===== src/rtl/ring_arbiter_pkg.sv =====
// Shared state encoding and pointer reset position for the ring arbiter.
package ring_arbiter_pkg;

   typedef enum logic [1:0] {
      ARB_IDLE  = 2'd0,
      ARB_GRANT = 2'd1,
      ARB_GAP   = 2'd2
   } arb_state_t;

   // Requester index the priority pointer points at after reset.
   localparam int unsigned PTR_RST_BIT = 0;

endpackage


===== src/rtl/ring_arbiter_if.sv =====
// Requester-side bundle of the ring arbiter: request/enable in, grant status back.
interface ring_arbiter_if #(
   parameter int N    = 4,
   parameter int IDXW = 2
);
   logic            en;
   logic [N-1:0]    req;
   logic [N-1:0]    grant;
   logic [IDXW-1:0] owner;
   logic            busy;
   logic            timeout;

   modport master (output en, req, input grant, owner, busy, timeout);
   modport slave  (input en, req, output grant, owner, busy, timeout);
endinterface


===== src/rtl/ring_arbiter_rr_pointer.sv =====
// One-hot priority pointer; on load it moves to the bit just above the winner, wrapping.
module ring_arbiter_rr_pointer
   import ring_arbiter_pkg::*;
#(
   parameter int N = 4
) (
   input  logic         clk,
   input  logic         reset,
   input  logic         load,
   input  logic [N-1:0] winner,
   output logic [N-1:0] ptr
);
   logic [N-1:0] nxt;

   assign nxt = {winner[N-2:0], winner[N-1]};

   always_ff @(posedge clk) begin
      if (reset)
         ptr <= N'(1) << PTR_RST_BIT;
      else if (load)
         ptr <= nxt;
   end
endmodule


===== src/rtl/ring_arbiter.sv =====
// Round-robin arbiter: registered one-hot grant 1 edge after req in IDLE, tenure capped at HOLD_MAX.
// Holding en low freezes an active tenure; every handover passes through GAP and IDLE.
module ring_arbiter
   import ring_arbiter_pkg::*;
#(
   parameter int N        = 4,
   parameter int IDXW     = 2,
   parameter int HOLD_MAX = 8,
   parameter int HOLD_W   = 3
) (
   input  logic           clk,
   input  logic           reset,
   ring_arbiter_if.slave  arb
);
   arb_state_t      state;
   logic [HOLD_W-1:0] cnt;
   logic [N-1:0]    ptr;
   logic [N-1:0]    win_oh;
   logic [IDXW-1:0] pidx;
   logic [IDXW-1:0] lo_idx;
   logic [IDXW-1:0] hi_idx;
   logic [IDXW-1:0] win_idx;
   logic            hi_any;
   logic            win_vld;
   logic            load;

   logic [N-1:0]    grant_q;
   logic [IDXW-1:0] owner_q;
   logic            busy_q;
   logic            timeout_q;

   // Two-pass scan: lowest request at or above the pointer wins, else lowest overall.
   always_comb begin
      pidx   = '0;
      lo_idx = '0;
      hi_idx = '0;
      hi_any = 1'b0;
      for (int i = 0; i < N; i++)
         if (ptr[i]) pidx = IDXW'(i);
      for (int i = N - 1; i >= 0; i--) begin
         if (arb.req[i])
            lo_idx = IDXW'(i);
         if (arb.req[i] && (i >= int'(pidx))) begin
            hi_idx = IDXW'(i);
            hi_any = 1'b1;
         end
      end
   end

   assign win_vld = |arb.req;
   assign win_idx = hi_any ? hi_idx : lo_idx;
   assign win_oh  = N'(1) << win_idx;
   assign load    = (state == ARB_IDLE) && arb.en && win_vld;

   ring_arbiter_rr_pointer #(.N(N)) u_ptr (
      .clk    (clk),
      .reset  (reset),
      .load   (load),
      .winner (win_oh),
      .ptr    (ptr)
   );

   always_ff @(posedge clk) begin
      if (reset) begin
         state     <= ARB_IDLE;
         cnt       <= '0;
         grant_q   <= '0;
         owner_q   <= '0;
         busy_q    <= 1'b0;
         timeout_q <= 1'b0;
      end else begin
         timeout_q <= 1'b0;
         case (state)
            ARB_IDLE: begin
               if (arb.en && win_vld) begin
                  state   <= ARB_GRANT;
                  grant_q <= win_oh;
                  owner_q <= win_idx;
                  busy_q  <= 1'b1;
                  cnt     <= '0;
               end
            end
            ARB_GRANT: begin
               if (arb.en) begin
                  if (!arb.req[owner_q] || (cnt == HOLD_W'(HOLD_MAX - 1))) begin
                     state     <= ARB_GAP;
                     grant_q   <= '0;
                     owner_q   <= '0;
                     busy_q    <= 1'b0;
                     timeout_q <= arb.req[owner_q];
                  end else begin
                     cnt <= cnt + HOLD_W'(1);
                  end
               end
            end
            ARB_GAP:  state <= ARB_IDLE;
            default:  state <= ARB_IDLE;
         endcase
      end
   end

   assign arb.grant   = grant_q;
   assign arb.owner   = owner_q;
   assign arb.busy    = busy_q;
   assign arb.timeout = timeout_q;
endmodule


===== src/flat_wrapper.sv =====
// flat-port wrapper written by rule: the top's interface ports become plain ports
module ring_arbiter_flat import ring_arbiter_pkg::*;
#(
   parameter int N        = 4,
   parameter int IDXW     = 2,
   parameter int HOLD_MAX = 8,
   parameter int HOLD_W   = 3
)
  (clk, reset, arb_en, arb_req, arb_grant, arb_owner, arb_busy, arb_timeout);
  ring_arbiter_if #(.N(N), .IDXW(IDXW)) arb_i ();
  input  logic clk;
  input  logic reset;
  input wire logic [$bits(arb_i.en)-1:0] arb_en;
  input wire logic [$bits(arb_i.req)-1:0] arb_req;
  output wire logic [$bits(arb_i.grant)-1:0] arb_grant;
  output wire logic [$bits(arb_i.owner)-1:0] arb_owner;
  output wire logic [$bits(arb_i.busy)-1:0] arb_busy;
  output wire logic [$bits(arb_i.timeout)-1:0] arb_timeout;
  assign arb_i.en = arb_en;
  assign arb_i.req = arb_req;
  assign arb_grant = arb_i.grant;
  assign arb_owner = arb_i.owner;
  assign arb_busy = arb_i.busy;
  assign arb_timeout = arb_i.timeout;
  ring_arbiter #(.N(N), .IDXW(IDXW), .HOLD_MAX(HOLD_MAX), .HOLD_W(HOLD_W)) u_core (.clk(clk), .reset(reset), .arb(arb_i));
endmodule

===== config.mk =====
export PLATFORM = sky130hd
export DESIGN_NAME = ring_arbiter_flat
export DESIGN_NICKNAME = d
export VERILOG_FILES = /design/src/rtl/ring_arbiter_pkg.sv /design/src/rtl/ring_arbiter_if.sv /design/src/rtl/ring_arbiter_rr_pointer.sv /design/src/rtl/ring_arbiter.sv /design/src/flat_wrapper.sv
export SDC_FILE = /design/constraint.sdc
export NUM_CORES = 1
export LEC_CHECK = 0
export BUFFER_PORTS_ARGS = -buffer_cell sky130_fd_sc_hd__buf_2
export CAP_MARGIN = 0
export CORE_MARGIN = 2
export CORE_UTILIZATION = 49
export DETAILED_ROUTE_END_ITERATION = 10
export PLACE_DENSITY = 0.8
export SLEW_MARGIN = 20
export SYNTH_ARGS = -nofsm -noshare
export SYNTH_HDL_FRONTEND = slang
export SYNTH_SLANG_ARGS = --single-unit

===== constraint.sdc =====
create_clock -name clk -period 5.2 [get_ports clk]
set_clock_uncertainty 0.1 [all_clocks]
set_input_delay 0.52 -clock clk [delete_from_list [all_inputs] [get_ports clk]]
set_output_delay 0.52 -clock clk [all_outputs]
set_load 0.01 [all_outputs]

==> summary.md <==
| Metric | Value |
|---|---|
| Post-synthesis sequential area ratio | `0.409` |
| Main combinational cell family by area after synthesis | `compound AO/OA/AOI/OAI gates` |
| Critical path's largest stage delay | `0.33 ns` |
| # Post-CTS Setup Buffers | `0` |
| Final setup fails | `0` |
| Ys async rst share | `0` |
| Post-detail-place hpwl | `1.09 mm` |
| Slew Viols, Final | `0` |
| Top-level I/O count | `15` |
| CTS tree | `done` |
| Mapped Nets | `87` |
| H-tree levels | `1` |
| Hold path cells | `2` |
| Min-delay src | `u_core.u_ptr.ptr[2]$_SDFFE_PP0P_` |
| Critical path's slowest cell | `dfxtp_1` |
| Non-filler cells in the finished layout | `110` |
| First-pass GRT wire length | `2.42 mm` |
| Commonest cells after routing, fill and taps aside | `dfxtp_1 (16), buf_2 (14), nor2_1 (7), a21oi_1 (6), a22o_1 (6)` |
| Vert. Die Dim | `44.0 µm` |
| Xor-xnor portion of the synthesized cell area | `0` |
| # port buffers | `14` |
| Via count | `645` |
| Relative slew slack | `0.668` |
| Hold_buf cts | `0` |
| Critical path arrival | `1.82 ns` |
| Crit-path max FO | `5` |
| F_max | `570 MHz` |
| First-iteration detailed-routing DRC count | `7` |
| Crit path time final | `1.75 ns` |
| Pwr dens | `274 mW/mm²` |
| Worst reg2reg path endpoint | `u_core.cnt[0]$_SDFFE_PP0P_` |
| Num rows | `14` |
| CTS clk-pin slew, worst paths | `0.08 ns` |
| Antenna Cells | `0` |
| Reg2reg path depth | `7` |
| Worst-Margin Slew | `0.494 ns` |
| RSZ-0062 raised after global routing | `false` |
| Initial antenna violation count | `0` |
| Final wirelength | `1.40 mm` |
| Post-Syn Area per Cell | `10.0 µm²` |
| Initial core utilization | `0.520` |
| Area grow syn2layout | `12.9%` |
| Total track usage | `0.172` |
| Drt via density | `5.86` |
| Worst Hold End | `u_core.u_ptr.ptr[2]$_SDFFE_PP0P_` |
| Most frequent CP cell | `ha_1` |
| Adder-cell share of the synthesized area | `0.0319` |
| Top FF cell, synth | `dfxtp_1` |
| Worst-path cell chain | `ha_1 -> ha_1 -> nand2b_1 -> a2bb2oi_2 -> nand2_1 -> a31oi_2 -> mux2_2` |
| CP Capture Type | `flop` |
| Post-Synthesis Cell Area | `783 µm²` |
| Full die area | `0.00193 mm²` |
| Worst R2R Setup Slack | `3.45 ns` |
| Inst Count DP | `107` |
| Worst EP required | `5.27 ns` |
| Flops & latches, synth | `16` |
| Final period utilization | `0.337` |
| DIE WIDTH | `44.0 µm` |
| Wire length per cell | `12.7 µm` |
| Total Power | `0.242 mW` |
| Pin count of the biggest net entering global routing | `11` |
| CTS Sinks | `16` |
| Cells after Synth | `78` |
| Max-cap viol count | `0` |
| Total gr overflow | `0` |
| Final hold viol count | `0` |
| Post-synthesis simple-gate area fraction | `0.219` |
| Reg2reg start | `u_core.cnt[0]$_SDFFE_PP0P_` |
| Mux contribution to synthesized area | `0.0415` |
| Status | `finished clean` |
| Clock root buffer | `clkbuf_4` |
| Drt first pass iters | `4` |
| Total core area | `0.00151 mm²` |
| Final antenna-violating net count | `0` |
| Fraction of layout cells with a size suffix above 1 | `0.287` |
| Fin util | `0.587` |
| Leakage Power | `0.421 nW` |
| Commonest non-fill, non-tap cell in the layout | `dfxtp_1` |
| Nets | `105` |
| Post-synth EDFFs | `0` |
| Path type of the worst min-delay path | `reg -> reg` |
| Critical path class | `reg -> reg` |
| CTS max path bufs | `2` |
| Gpl congestion | `0.809` |
| YS warnings | `0` |
| TritonCTS buffer count | `3` |
| Final TNS setup | `0 ns` |
| DRC | `0` |
| Peak VDD IR | `0.156 mV` |
| Startpoint types | `flop` |
| Fill count | `144` |
| Worst skew pair latency | `0.27 ns` |
| Synth Area in Compound Gates | `0.270` |
| Vias in the first global route | `567` |
| Post_cts resized | `0` |
| Yosys cell types | `33` |
==> cells by family after synthesis <==
group | Yosys count
multiplexers | 3
flip-flops | 16
AO/OA/AOI/OAI | 26
adder cells (fa/ha/maj) | 2
buffers and inverters | 4
AND/OR/NAND/NOR | 27
==> worst max path at each step <==
stage               slack [ns]  cells after the start                          endpoint                        from
floorplan                 3.44                      5  u_core.arb.grant[2]$_SDFFE_PP0P_                  arb_req[0]
global placement          3.28                      6  u_core.arb.grant[2]$_SDFFE_PP0P_                  arb_req[0]
detailed placement        3.24                      5  u_core.arb.grant[1]$_SDFFE_PP0P_                  arb_req[0]
CTS                       3.45                      7        u_core.cnt[0]$_SDFFE_PP0P_  u_core.cnt[0]$_SDFFE_PP0P_
global route              3.35                      7        u_core.cnt[0]$_SDFFE_PP0P_  u_core.cnt[0]$_SDFFE_PP0P_
finish                    3.45                      7        u_core.cnt[0]$_SDFFE_PP0P_  u_core.cnt[0]$_SDFFE_PP0P_
==> through the flow <==
| step | setup slack (ns) | hold slack (ns) | instance area [µm²] |
|---|---|---|---|
| floorplan | 3.44 | 0.332 | 783 |
| global placement | 3.28 | 0.347 | 862 |
| detailed placement | 3.24 | 0.349 | 862 |
| CTS | 3.45 | 0.361 | 885 |
| global route | 3.35 | 0.394 | 885 |
| finish | 3.45 | 0.357 | 885 |
==> synth_stat cells (all sizes together) (2+ instances only) <==
library cell   n  area share
dfxtp         16        0.41
nor2           8       0.059
a21oi          6       0.038
a22o           6       0.067
nand2          5       0.024
a21o           4       0.040
inv            3       0.014
nand2b         3       0.034
nand3          3       0.026
a2bb2oi        2       0.030
ha             2       0.032
mux2           2       0.029
nor4           2       0.016
o211a          2       0.035
o21ai          2       0.013
==> flip-flops by register name, summed over array words and instances, names as in the netlist <==
name,cells
u_core.arb.busy,1
u_core.arb.timeout,1
u_core.state,2
u_core.cnt,3
u_core.u_ptr.ptr,3
u_core.arb.grant,4
u_core.arb.owner,2
==> layer usage <==
| layer | vias up | GRT usage | part of all wire |
|---|---|---|---|
| met4 | 0 | 0.0727 | 0.015 |
| met3 | 2 | 0.0375 | 0.041 |
| met5 | - | 0 | 0 |
| met2 | 19 | 0.276 | 0.45 |
| met1 | 300 | 0.222 | 0.50 |
| li1 | 324 | - | - |
==> report_power, final <==
group / leakage (nW) / total, mW / internal, mW / switching [mW]
clock: 0.0138 / 0.0608 / 0.0268 / 0.0339
combinational: 0.277 / 0.0478 / 0.0204 / 0.0274
sequential: 0.130 / 0.134 / 0.129 / 0.00461
==> area by class of cell <==
cell class / instances / area (µm²) / area share
Clock buffer: 3 / 22.5 / 0.0255
Inverter: 3 / 11.3 / 0.0127
Multi-Input combinational cell: 58 / 440 / 0.498
Sequential cell: 16 / 320 / 0.362
Tap cell: 16 / 20.0 / 0.0226
Timing Repair Buffer: 14 / 70.1 / 0.0792
==> worst max-delay path: cells and delay by family (launching register included) <==
kind / cells / cell delay [ns]
adders and majority gates: 2 / 0.40
DFF: 1 / 0.33
AOI/OAI and AO/OA: 2 / 0.29
muxes: 1 / 0.27
and+or+nand+nor: 2 / 0.26
No activity file was read; power rests on OpenSTA's default activity.
